===== src/rtl/core_pkg.sv =====
// Shared core types and constants for the fetch slice.
// Holds the fetch-queue entry layout and the word-alignment helper.
package core_pkg;

    localparam int XLEN        = 32;
    localparam int INSTR_BYTES = 4;
    localparam logic [XLEN-1:0] RESET_PC_DEFAULT = 32'h0000_0000;

    typedef struct packed {
        logic [XLEN-1:0] instr;
        logic [XLEN-1:0] pc;
        logic            pred_taken;
        logic [XLEN-1:0] pred_target;
    } fq_entry_t;

    function automatic logic [XLEN-1:0] word_align(input logic [XLEN-1:0] addr);
        return {addr[XLEN-1:2], 2'b00};
    endfunction

endpackage


===== src/rtl/if_fetch_queue.sv =====
// Circular FIFO between fetch and decode, with synchronous flush.
// The head reads as zero whenever the queue is empty.
module if_fetch_queue
    import core_pkg::*;
#(
    parameter int DEPTH = 2,
    localparam int PW = $clog2(DEPTH)
) (
    input  logic        clk,
    input  logic        rst,
    input  logic        flush,
    input  logic        push,
    input  fq_entry_t   push_data,
    input  logic        pop,
    output fq_entry_t   head,
    output logic [PW:0] count,
    output logic        full,
    output logic        empty
);

    fq_entry_t     mem_r [DEPTH];
    logic [PW-1:0] rd_ptr_r;
    logic [PW-1:0] wr_ptr_r;
    logic [PW:0]   count_r;
    logic          pop_ok_s;
    logic          push_ok_s;

    assign full      = (count_r == (PW+1)'(DEPTH));
    assign empty     = (count_r == (PW+1)'(0));
    assign count     = count_r;
    assign pop_ok_s  = pop && !empty;
    assign push_ok_s = push && (!full || pop_ok_s);

    // Storage, pointers and occupancy; flush only rewinds the bookkeeping.
    always_ff @(posedge clk) begin
        if (!rst) begin
            rd_ptr_r <= '0;
            wr_ptr_r <= '0;
            count_r  <= '0;
            for (int i = 0; i < DEPTH; i++) begin
                mem_r[i] <= '0;
            end
        end else if (flush) begin
            rd_ptr_r <= '0;
            wr_ptr_r <= '0;
            count_r  <= '0;
        end else begin
            if (push_ok_s) begin
                mem_r[wr_ptr_r] <= push_data;
                wr_ptr_r        <= wr_ptr_r + PW'(1);
            end
            if (pop_ok_s) begin
                rd_ptr_r <= rd_ptr_r + PW'(1);
            end
            case ({push_ok_s, pop_ok_s})
                2'b10:   count_r <= count_r + (PW+1)'(1);
                2'b01:   count_r <= count_r - (PW+1)'(1);
                default: count_r <= count_r;
            endcase
        end
    end

    // Head view, masked to zero while the queue holds nothing.
    always_comb begin
        head = '0;
        if (empty) begin
            head = '0;
        end else begin
            head = mem_r[rd_ptr_r];
        end
    end

endmodule


===== src/rtl/if_fetch_unit.sv =====
// Instruction-fetch stage: owns the fetch PC, issues single in-flight
// memory requests and queues returned words with prediction metadata.
module if_fetch_unit
    import core_pkg::*;
#(
    parameter logic [XLEN-1:0] RESET_PC = RESET_PC_DEFAULT,
    parameter int              FQ_DEPTH = 2
) (
    input  logic            clk,
    input  logic            rst,
    output logic [XLEN-1:0] bp_pc,
    input  logic            bp_hit,
    input  logic            bp_taken,
    input  logic [XLEN-1:0] bp_target,
    output logic            imem_req,
    output logic [XLEN-1:0] imem_addr,
    input  logic            imem_gnt,
    input  logic            imem_rvalid,
    input  logic [XLEN-1:0] imem_rdata,
    input  logic            ex_redirect,
    input  logic [XLEN-1:0] ex_redirect_pc,
    output logic            id_valid,
    input  logic            id_ready,
    output logic [XLEN-1:0] id_instr,
    output logic [XLEN-1:0] id_pc,
    output logic            id_pred_taken,
    output logic [XLEN-1:0] id_pred_target
);

    localparam int CW = $clog2(FQ_DEPTH) + 1;

    logic [XLEN-1:0] pc_r;
    logic            outstanding_r;
    logic            discard_r;
    logic [XLEN-1:0] pend_pc_r;
    logic            pend_taken_r;
    logic [XLEN-1:0] pend_target_r;

    logic [XLEN-1:0] npc_s;
    logic            pred_taken_s;
    logic            req_s;
    logic            push_s;
    logic            pop_s;
    logic [CW-1:0]   count_s;
    logic            full_s;
    logic            empty_s;
    fq_entry_t       push_data_s;
    fq_entry_t       head_s;

    assign pred_taken_s = bp_hit && bp_taken;
    assign bp_pc        = pc_r;
    assign imem_addr    = pc_r;
    assign imem_req     = req_s;

    // Next-PC select and request gating; only one request may be in flight.
    always_comb begin
        npc_s = word_align(pc_r + XLEN'(INSTR_BYTES));
        req_s = 1'b0;
        if (pred_taken_s) begin
            npc_s = word_align(bp_target);
        end else begin
            npc_s = word_align(pc_r + XLEN'(INSTR_BYTES));
        end
        if (rst && !outstanding_r && (count_s < CW'(FQ_DEPTH)) && !ex_redirect) begin
            req_s = 1'b1;
        end else begin
            req_s = 1'b0;
        end
    end

    // A response is only kept when it belongs to the live fetch stream.
    assign push_s      = imem_rvalid && outstanding_r && !discard_r && !ex_redirect;
    assign pop_s       = !empty_s && id_ready;
    assign push_data_s = '{instr:       imem_rdata,
                           pc:          pend_pc_r,
                           pred_taken:  pend_taken_r,
                           pred_target: pend_target_r};

    // PC, in-flight tracking and pending metadata; redirect has top priority.
    always_ff @(posedge clk) begin
        if (!rst) begin
            pc_r          <= RESET_PC;
            outstanding_r <= 1'b0;
            discard_r     <= 1'b0;
            pend_pc_r     <= '0;
            pend_taken_r  <= 1'b0;
            pend_target_r <= '0;
        end else if (ex_redirect) begin
            pc_r <= word_align(ex_redirect_pc);
            if (outstanding_r && !imem_rvalid) begin
                discard_r <= 1'b1;
            end else if (outstanding_r) begin
                outstanding_r <= 1'b0;
                discard_r     <= 1'b0;
            end
        end else begin
            if (imem_rvalid && outstanding_r) begin
                outstanding_r <= 1'b0;
                discard_r     <= 1'b0;
            end
            if (req_s && imem_gnt) begin
                outstanding_r <= 1'b1;
                pc_r          <= npc_s;
                pend_pc_r     <= pc_r;
                pend_taken_r  <= pred_taken_s;
                pend_target_r <= npc_s;
            end
        end
    end

    if_fetch_queue #(
        .DEPTH (FQ_DEPTH)
    ) u_queue (
        .clk       (clk),
        .rst       (rst),
        .flush     (ex_redirect),
        .push      (push_s),
        .push_data (push_data_s),
        .pop       (pop_s),
        .head      (head_s),
        .count     (count_s),
        .full      (full_s),
        .empty     (empty_s)
    );

    assign id_valid       = !empty_s;
    assign id_instr       = head_s.instr;
    assign id_pc          = head_s.pc;
    assign id_pred_taken  = head_s.pred_taken;
    assign id_pred_target = head_s.pred_target;

endmodule


===== config.mk =====
export PLATFORM = sky130hd
export DESIGN_NAME = if_fetch_unit
export DESIGN_NICKNAME = d
export VERILOG_FILES = /design/src/rtl/core_pkg.sv /design/src/rtl/if_fetch_queue.sv /design/src/rtl/if_fetch_unit.sv
export SDC_FILE = /design/constraint.sdc
export NUM_CORES = 1
export LEC_CHECK = 0
export ABC_CLOCK_PERIOD_IN_PS = 16400
export CAP_MARGIN = 10
export CORE_ASPECT_RATIO = 0.5
export CORE_MARGIN = 4
export CORE_UTILIZATION = 40
export DETAILED_ROUTE_END_ITERATION = 12
export PLACE_DENSITY = 0.64
export SYNTH_ARGS = -nofsm -noshare
export SYNTH_HDL_FRONTEND = slang
export SYNTH_SLANG_ARGS = --single-unit

===== constraint.sdc =====
create_clock -name clk -period 16.4 [get_ports clk]
set_input_delay 3.28 -clock clk [delete_from_list [all_inputs] [get_ports clk]]
set_output_delay 3.28 -clock clk [all_outputs]
set_load 0.005 [all_outputs]

### Word level (Yosys, flattened, before mapping)

Memory sizes are Yosys's and may differ from the RTL's. A register that Yosys moved wholly into a read port is not among the register bits.
Cells that the tools add are included.

* bits in registers: 103
* bits in latches: 0
* memory bits (writable): 194
* memory bits (read-only): 0
* input port bits: 104
* word-level logic and storage cells: 76
* memories kept: 1

* add/subtract/negate cells: 5
* $mul: 0
* divide/modulo/power cells: 0
* order comparisons: 1
* eq/ne operators: 5
* shifts and indexed selects: 0
* muxes and demuxes: 23
* bitwise gates (word level): 2
* reduce and logical (&&, ||, !) cells: 29

Memory list
* u_queue.mem_r: depth 2, width 97, rd ports 1, clocked after Yosys merged registers in 1, write ports 2, line if_fetch_queue.sv:21 `fq_entry_t mem_r [DEPTH];`

Operators by type and width (number)
* 2-to-1 mux 97 bit: 2
* OR reduction 97 bit: 1
* 2-to-1 mux 32 bit: 3
* adder 32 x 3 -> 32 bit (second input constant): 1
* 2-to-1 mux 1 bit: 17
* logical AND 1 bit: 12
* logical NOT 1 bit: 6
* AND reduction 2 bit: 3
* nonzero test 2 bit: 3
* equality test 2 bit (second input constant): 2
* case mux 2 bit (2 select lines): 1
* inequality test 3 x 1 -> 1 bit (second input constant): 1
* nonzero test 3 bit: 1
* adder 1 bit (second input constant): 2
* adder 2 x 1 -> 2 bit (second input constant): 1
* equality test 2 x 1 -> 1 bit (second input constant): 1
* logical NOT 2 bit: 1
* less-than comparator 2 bit (second input constant): 1
* inequality test 2 bit (second input constant): 1
* NOT 1 bit: 2
* OR reduction 2 bit: 1
* subtractor 2 x 1 -> 2 bit (second input constant): 1
* logical OR 1 bit: 1

### Depth between registers and ports, before layout

Gate-level depths: netlist of run 1.

* depth after elaboration: 12
* gate-level depth with buffers: 8
* depth with buffers taken out: 7

### Hierarchy

Synthesis of run 1 repeated with hierarchy kept, for this count alone.

* cell total of the unflattened synthesis: 1258
* area total of the unflattened synthesis: 13556.8 um2

Modules (own cells, without submodules)
* if_fetch_queue: times used 1, cells an instance 656, area an instance 8882.3 um2
* if_fetch_unit: times used 1, cells an instance 602, area an instance 4674.5 um2

### Worst setup path after synthesis of run 1

OpenSTA, ideal clock, no wires.

* path kind: in2reg
* start: in imem_rvalid
* end: mem u_queue.mem_r[0][10] (netlist name), enable pin
* setup time: 0.673 ns
* data arrival time: 10.323 ns
* data required time: 15.727 ns
* setup slack: 5.404 ns
* stages on the path: 4
* path buffers: 0
* cells stage by stage: nand2_1 nor4_2 inv_1 o21ai_0

RTL lines
* start: declaration: line if_fetch_unit.sv:18 `input logic imem_rvalid,`
* end: declaration: line if_fetch_queue.sv:21

### Final worst setup path of run 1

* start: in rst
* end: out imem_req

* longest elaborated chain between the ends: 4

RTL lines
* start: declaration: line if_fetch_unit.sv:10 `input logic rst,`
* logical AND 1 bit (3 in series): line if_fetch_unit.sv:64 `if (rst && !outstanding_r && (count_s < CW'(FQ_DEPTH)) && !ex_redirect) begin`
* 2-to-1 mux 1 bit: line if_fetch_unit.sv:64
* end: declaration: line if_fetch_unit.sv:15 `output logic imem_req,`

No other way between the ends.

==> results.py, run 1 <==
metrics = {
    "clocking": {
        "path_clk_slew_ps": 60,
        "depth_of_the_cts_h_tree": 1,
        "cts_tree": "yes",
        "cts.repair_timing.setup_buffer_count": 0,
        "cts.path.max_buffers": 3,
        "holdBufCountCts": 0,
        "tritoncts.num_buffers": 28,
        "clock-sinks": 284,
        "cts_root_buf": "clkbuf_16",
        "worst_skew_pair.late_latency_ps": 550,
        "post_cts_resize_count": 0,
    },
    "setup_path": {
        "path_common_cell": "clkdlybuf4s50_1",
        "crit-reg2reg-launch": "outstanding_r$_SDFFE_PN0P_",
        "critical-path-slowest-cell": "clkdlybuf4s50_1",
        "worstPathMaxFanout": 34,
        "cp-start-kind": "input port",
        "worstSetupPathType": "input port to output port",
        "setup.worst_path.end_class": "output port",
        "worstSetupStartpoint": "rst",
        "crit_chain": "clkdlybuf4s50_1 > buf_4 > nor4b_2 > clkdlybuf4s50_1",
        "worst_ep_required_time_ps": 13120,
        "delay_contributed_by_the_slowest_stage_of_the_critical_path_ps": 590,
        "worst_ep_arrival_time_ps": 5210,
    },
    "placement": {
        "pre_cts_slack_ps": 7900,
        "routabilityCongestion": 0.820,
        "placed_cell_area_um2": 15600,
        "io_buffers": 254,
        "hpwlAfterDp_um": 23400,
    },
    "sta": {
        "max-slew-margin-rel": 0.261,
        "final.setup.worst_slack_ps": 7910,
        "timing.setup.tns_ps": 0,
        "slew_viol_final": 0,
        "rsz0062_at_grt": "false",
        "number_of_failing_setup_endpoints_in_the_final_timing_report": 0,
        "actual_slew_at_the_worst_max_slew_pin_ps": 1110,
        "hold_viol": 0,
        "min_period_ps": 8490,
        "final_min_period_over_clock_period": 0.518,
        "max_freq_ghz": 0.118,
        "skew_ps": 15.3,
    },
    "die": {
        "io-pin-count": 267,
        "core_area_um2": 31900,
        "rows": 46,
        "floorplan.initialDensity": 0.409,
        "die_w_um": 263,
        "floorplan.die.height_um": 136,
        "die-area_um2": 35700,
    },
    "power_and_ir_drop": {
        "worst_ir_drop_vdd_v": 0.0000462,
        "power-per-cell-area_nw_per_um2": 98.5,
        "cellInternalPower_w": 0.00128,
        "sequentialPowerShare": 0.494,
        "power_switching_share": 0.218,
        "clock_power_share": 0.435,
        "switchingPower_w": 0.000358,
        "leakage_dissipation_nw": 5.64,
        "power.share.combinational": 0.071,
    },
    "synthesis": {
        "yosys.cell_types.count": 50,
        "post_synth_main_area_contributors": "edfxtp_1, dfxtp_1, and2_1",
        "netlist_area_um2": 13000,
        "seq_area_frac_synth": 0.579,
        "async_flop_share": 0,
        "ys_ff_latch": 284,
        "synth_edf_count": 186,
        "synthesis.area_per_instance_um2": 10.9,
        "synthMostInstantiatedCell": "and2_1",
        "synth.largest_area_cell": "edfxtp_1",
        "yosys_warnings": 0,
        "netlist_top_cells_count": "and2_1, edfxtp_1, nor2_1",
        "syn-instance-count": 1199,
        "netlist.area_leader.share": 0.429,
        "synth-main-ff-cell": "edfxtp_1",
    },
    "route": {
        "drcViolationCount": 0,
        "routed_wl_um": 37000,
        "vias": 9539,
        "viasPerCell": 5.22,
        "ant_nets": 0,
        "drtPass1Iterations": 5,
        "post_dr_wirelength_cell_um": 20.2,
        "first_drt_iteration_drcs": 675,
    },
    "job": {
        "max-cap-violations": 0,
    },
    "global_routing": {
        "grt-ovfl-total": 0,
        "first_global_vias": 9604,
        "maximum_number_of_pins_on_one_net_before_global_route_repair": 94,
        "grtUsageTotal": 0.197,
        "initial_antenna_violation_count": 0,
        "wire_length_of_the_first_global_routing_pass_um": 55500,
    },
    "hold_path": {
        "worstHoldStart": "pend_pc_r[13]$_SDFFE_PN0P_",
        "holdCritPathClass": "register to register",
    },
    "cells_and_area": {
        "syn_to_final_growth_pct": 27.9,
        "post-route-util": 0.523,
        "diodes": 0,
        "num-nets-final": 1481,
        "num-fill-cells": 2828,
        "drive_above_1_share": 0.0573,
        "final_area_um2": 16700,
    },
    "run_status": {
        "outcome": "complete, no violations",
    },
}
[cells by family after synthesis]
family / Yosys count / share of synthesized area
AOI/OAI and AO/OA: 177 / 0.0864
other: 1 / 0.000288
buffers and inverters: 134 / 0.0525
and+or+nand+nor: 492 / 0.198
DFF: 284 / 0.579
xor gates and xnor gates: 16 / 0.0108
muxes: 93 / 0.0714
adders and majority gates: 2 / 0.00192
[through the flow]
| step | total power (W) | hold slack, ps | cells |
|---|---|---|---|
| floorplan | 0.000879 | 438 | 1206 |
| finish | 0.00164 | 462 | 1829 |
| global placement | 0.000940 | 445 | 1777 |
| CTS | 0.00165 | 463 | 1829 |
| detailed placement | 0.000943 | 454 | 1777 |
| global route | 0.00169 | 480 | 1829 |
[layout make-up]
class                           instances  area (µm²)  area share
Clock buffer                           37         796      0.0478
Clock inverter                         15         231      0.0139
Sequential cell                       284        7550       0.453
Multi-Input combinational cell        788        4880       0.293
Timing Repair Buffer                  268        2650       0.159
Tap cell                              432         541      0.0324
Inverter                                5        18.8     0.00113
[power by group through the flow]
| stage | logic [W] | registers [W] | clock network [W] |
|---|---|---|---|
| finish | 0.000116 | 0.000811 | 0.000713 |
| global route | 0.000125 | 0.000814 | 0.000756 |
| CTS | 0.000117 | 0.000811 | 0.000724 |
| detailed placement | 0.000116 | 0.000827 | 0 |
| global placement | 0.000115 | 0.000825 | 0 |
| floorplan | 0.0000589 | 0.000820 | 0 |
[layout by cell type (no fill, tap or decap), drive strengths merged, types with 3 or more instances in the layout]
| cell type | netlist | layout |
|---|---|---|
| o211ai | 7 | 7 |
| a31oi | 6 | 6 |
| nand2b | 3 | 3 |
| nor2 | 121 | 121 |
| or3 | 5 | 5 |
| o22ai | 8 | 8 |
| nor4 | 4 | 4 |
| a22o | 4 | 4 |
| a211oi | 4 | 4 |
| edfxtp | 186 | 186 |
| or4 | 10 | 10 |
| bufinv | 0 | 6 |
| clkdlybuf4s50 | 0 | 254 |
| nand3 | 23 | 23 |
| buf | 68 | 14 |
| o21a | 12 | 12 |
| a22oi | 20 | 20 |
| dfxtp | 98 | 98 |
| o21bai | 5 | 5 |
| a21oi | 49 | 49 |
| xor2 | 7 | 7 |
| and4 | 6 | 6 |
| clkbuf | 61 | 37 |
| and2 | 198 | 198 |
| conb | 1 | 8 |
| nand4 | 9 | 9 |
| xnor2 | 9 | 9 |
| a31o | 10 | 10 |
| o31ai | 11 | 11 |
| o21ai | 34 | 34 |
| mux2i | 93 | 93 |
| clkinv | 0 | 7 |
| nor3 | 4 | 4 |
| inv | 5 | 5 |
| nand2 | 104 | 104 |
| a21o | 3 | 3 |
[worst max-delay path: cells and delay by family]
family        cells  cell delay, ps
buf+inv           3            1450
simple gates      1             460
[path summary, 6_finish.rpt]
| path | to | slack, ps | depth (start not counted) |
|---|---|---|---|
| max | imem_req | 7910 | 4 |
| min | pend_pc_r[13]$_SDFFE_PN0P_ | 460 | 2 |
| max reg2reg | u_queue.mem_r[0][58]$_SDFFCE_PN0P_ | 13110 | 6 |
| min reg2reg | pend_pc_r[13]$_SDFFE_PN0P_ | 460 | 2 |
[metal layers]
metal  global-route usage  up-vias  share of wire
li1                     -     4500              -
met1                0.240     4737           0.42
met2                0.362      235           0.51
met3               0.0283       67          0.037
met4               0.0675        0          0.032
met5                    0        -              0
[registers in the layout (all words and copies together) (netlist names), named ones only]
signal / count
u_queue.mem_r: 186
u_queue.count: 2
pend_taken_r: 1
pend_target_r: 30
bp_pc: 30
discard_r: 1
u_queue.rd_ptr_r: 1
pend_pc_r: 30
u_queue.wr_ptr_r: 1
outstanding_r: 1
Note: power is estimated with default switching activity, not from simulation.
==> inputs of run 2 (changes only) <==
--- a/config.mk
+++ b/config.mk
@@ -5,7 +5,7 @@
 export SDC_FILE = /design/constraint.sdc
 export NUM_CORES = 1
 export LEC_CHECK = 0
-export ABC_CLOCK_PERIOD_IN_PS = 16400
+export ABC_CLOCK_PERIOD_IN_PS = 7900
 export CAP_MARGIN = 10
 export CORE_ASPECT_RATIO = 0.5
 export CORE_MARGIN = 4
==> constraint.sdc (replaced) <==
create_clock -name clk -period 7.9 [get_ports clk]
set_input_delay 1.58 -clock clk [delete_from_list [all_inputs] [get_ports clk]]
set_output_delay 1.58 -clock clk [all_outputs]
set_load 0.005 [all_outputs]
==> run 2 against run 1 <==
Compared with the run above:
- utilization fell by 0.53 points
- clock power increased by 81%
- worst setup slack worse by 5300 ps
- clock skew increased by 0.55 ps
- first-iteration DRC count is 1.3% lower
- design area fell by 1.0%
- worst hold slack is essentially flat
- critical path type unchanged
- largest power group unchanged
- count of clock-buffer cells in the layout increased by 5
==> results.py, run 2 (same netlist as run 1, synthesis figures left out) <==
metrics = {
    "power_and_ir_drop": {
        "leakage_dissipation_nw": 5.56,
        "power-per-cell-area_nw_per_um2": 195,
        "worst_ir_drop_vdd_v": 0.000132,
    },
    "clocking": {
        "path_clk_slew_ps": 70,
        "cts_tree": "yes",
        "depth_of_the_cts_h_tree": 1,
        "cts.repair_timing.setup_buffer_count": 0,
        "holdBufCountCts": 0,
        "post_cts_resize_count": 0,
        "clock-sinks": 284,
        "worst_skew_pair.late_latency_ps": 550,
        "cts.path.max_buffers": 3,
        "tritoncts.num_buffers": 27,
        "cts_root_buf": "clkbuf_16",
    },
    "setup_path": {
        "path_common_cell": "clkdlybuf4s50_1",
        "worst_ep_required_time_ps": 6320,
        "number_of_buffer_and_inverter_stages_on_the_critical_path": 2,
        "timing.rr.end": "u_queue.mem_r[0][94]$_SDFFCE_PN0P_",
        "crit_chain": "clkdlybuf4s50_1 > nor4b_2 > clkdlybuf4s50_1",
        "worstPathMaxFanout": 18,
        "critical_path.top_delay_family": "buffers and inverters",
        "crit-reg2reg-launch": "outstanding_r$_SDFFE_PN0P_",
        "worstSetupStartpoint": "ex_redirect",
        "worstSetupPathType": "input port to output port",
        "critical-path-slowest-cell": "clkdlybuf4s50_1",
        "cp-start-kind": "input port",
        "worst_ep_arrival_time_ps": 3710,
        "setup.worst_path.end_class": "output port",
        "worst_r2r_path_depth": 5,
        "timing.reg2reg.setup_slack_ps": 4970,
        "delay_contributed_by_the_slowest_stage_of_the_critical_path_ps": 910,
    },
    "run_status": {
        "outcome": "complete, no violations",
    },
    "route": {
        "drcViolationCount": 0,
        "wl_met2_um": 19900,
        "viasPerCell": 5.21,
        "detailroute.wirelength.met3_um": 1440,
        "first_drt_iteration_drcs": 666,
        "met1Wirelength_um": 15200,
        "ant_nets": 0,
        "drtPass1Iterations": 5,
        "post_dr_wirelength_cell_um": 20.4,
        "routed_wl_um": 37300,
        "top_layer_used": "met4",
        "vias": 9513,
    },
    "die": {
        "die_w_um": 263,
        "floorplan.die.height_um": 136,
        "die-area_um2": 35700,
        "floorplan.initialDensity": 0.409,
        "core_area_um2": 31900,
        "io-pin-count": 267,
        "rows": 46,
    },
    "sta": {
        "max_freq_ghz": 0.189,
        "final_min_period_over_clock_period": 0.670,
        "max-slew-margin-rel": 0.246,
        "timing.setup.tns_ps": 0,
        "skew_ps": 15.9,
        "final.setup.worst_slack_ps": 2610,
        "number_of_failing_setup_endpoints_in_the_final_timing_report": 0,
        "hold_viol": 0,
        "rsz0062_at_grt": "false",
        "min_period_ps": 5290,
        "actual_slew_at_the_worst_max_slew_pin_ps": 1130,
        "slew_viol_final": 0,
    },
    "cells_and_area": {
        "drive_above_1_share": 0.0509,
        "syn_to_final_growth_pct": 26.6,
        "diodes": 0,
        "sequential_cell_area_um2": 7550,
        "regMostFlops": "u_queue.mem_r",
        "multi_input_area_um2": 4880,
        "most-common-layout-cells": "clkdlybuf4s50_1, and2_1, edfxtp_1",
        "most_frequent_standard_cell_in_the_layout_excluding_fill_and_tap_cells": "clkdlybuf4s50_1",
        "num-nets-final": 1480,
        "instances_no_fill": 1826,
        "largest_reg_flops": 186,
        "num-fill-cells": 2841,
    },
    "global_routing": {
        "maximum_number_of_pins_on_one_net_before_global_route_repair": 94,
        "first_global_vias": 9548,
        "grtUsageTotal": 0.197,
        "initial_antenna_violation_count": 0,
        "wire_length_of_the_first_global_routing_pass_um": 55500,
        "grt-ovfl-total": 0,
    },
    "hold_path": {
        "whs_path_depth": 2,
        "holdCritPathClass": "register to register",
        "worstHoldStart": "pend_pc_r[6]$_SDFFE_PN0P_",
        "hold_end": "pend_pc_r[6]$_SDFFE_PN0P_",
    },
    "placement": {
        "dpl.cell_count": 1777,
        "pre_cts_slack_ps": 2620,
        "routabilityCongestion": 0.797,
        "hpwlAfterDp_um": 23800,
        "io_buffers": 254,
    },
    "job": {
        "max-cap-violations": 0,
    },
}
-- run 2: changes by cell type in the layout (fill, tap and decap cells not counted) --
cell / change
clkinv_2: -1
clkbuf_16: -2
clkbuf_1: +7
clkinv_1: -1
clkinvlp_4: -1
clkinv_4: -1
bufinv_16: -4
-- run 2: how the worst max path moves through the flow --
stage | slack, ps | end | cells after the start
2_1_floorplan | 1110 | u_queue.mem_r[0][10]$_SDFFCE_PN0P_ | 4
5_1_grt | 2510 | imem_req | 3
6_report | 2610 | imem_req | 3
3_5_place_dp | 2620 | imem_req | 3
4_1_cts | 2620 | imem_req | 3
3_3_place_gp | 2610 | imem_req | 3
-- run 2: power by group --
part / internal, W / switching [W]
logic: 0.000124 / 0.000116
registers: 0.00163 / 0.0000512
clock network: 0.000735 / 0.000556
total: 0.00249 / 0.000723
-- run 2: final cells by class --
type                            count  share of cell area
Clock inverter                      7             0.00523
Clock buffer                       42              0.0468
Timing Repair Buffer              268               0.161
Inverter                            5             0.00114
Sequential cell                   284               0.458
Multi-Input combinational cell    788               0.296
Tap cell                          432              0.0328
-- run 2: stage by stage --
step | power (W) | hold slack [ps] | util | instance area, µm²
floorplan | 0.00182 | 438 | - | 13100
global placement | 0.00195 | 445 | 0.490 | 15600
detailed placement | 0.00196 | 454 | 0.490 | 15600
CTS | 0.00324 | 463 | 0.517 | 16500
global route | 0.00333 | 480 | 0.517 | 16500
finish | 0.00322 | 462 | 0.517 | 16500
-- run 2: routing by layer --
layer,track usage,vias up
met5,0,-
met4,0.0489,0
met3,0.0279,52
met2,0.376,237
met1,0.238,4733
li1,-,4491
-- run 2: tightest hold or removal path, stage by stage, from the launching register on --
cell and delay [ps]:
dfxtp_1 310, nand2_1 50, a21oi_1 50
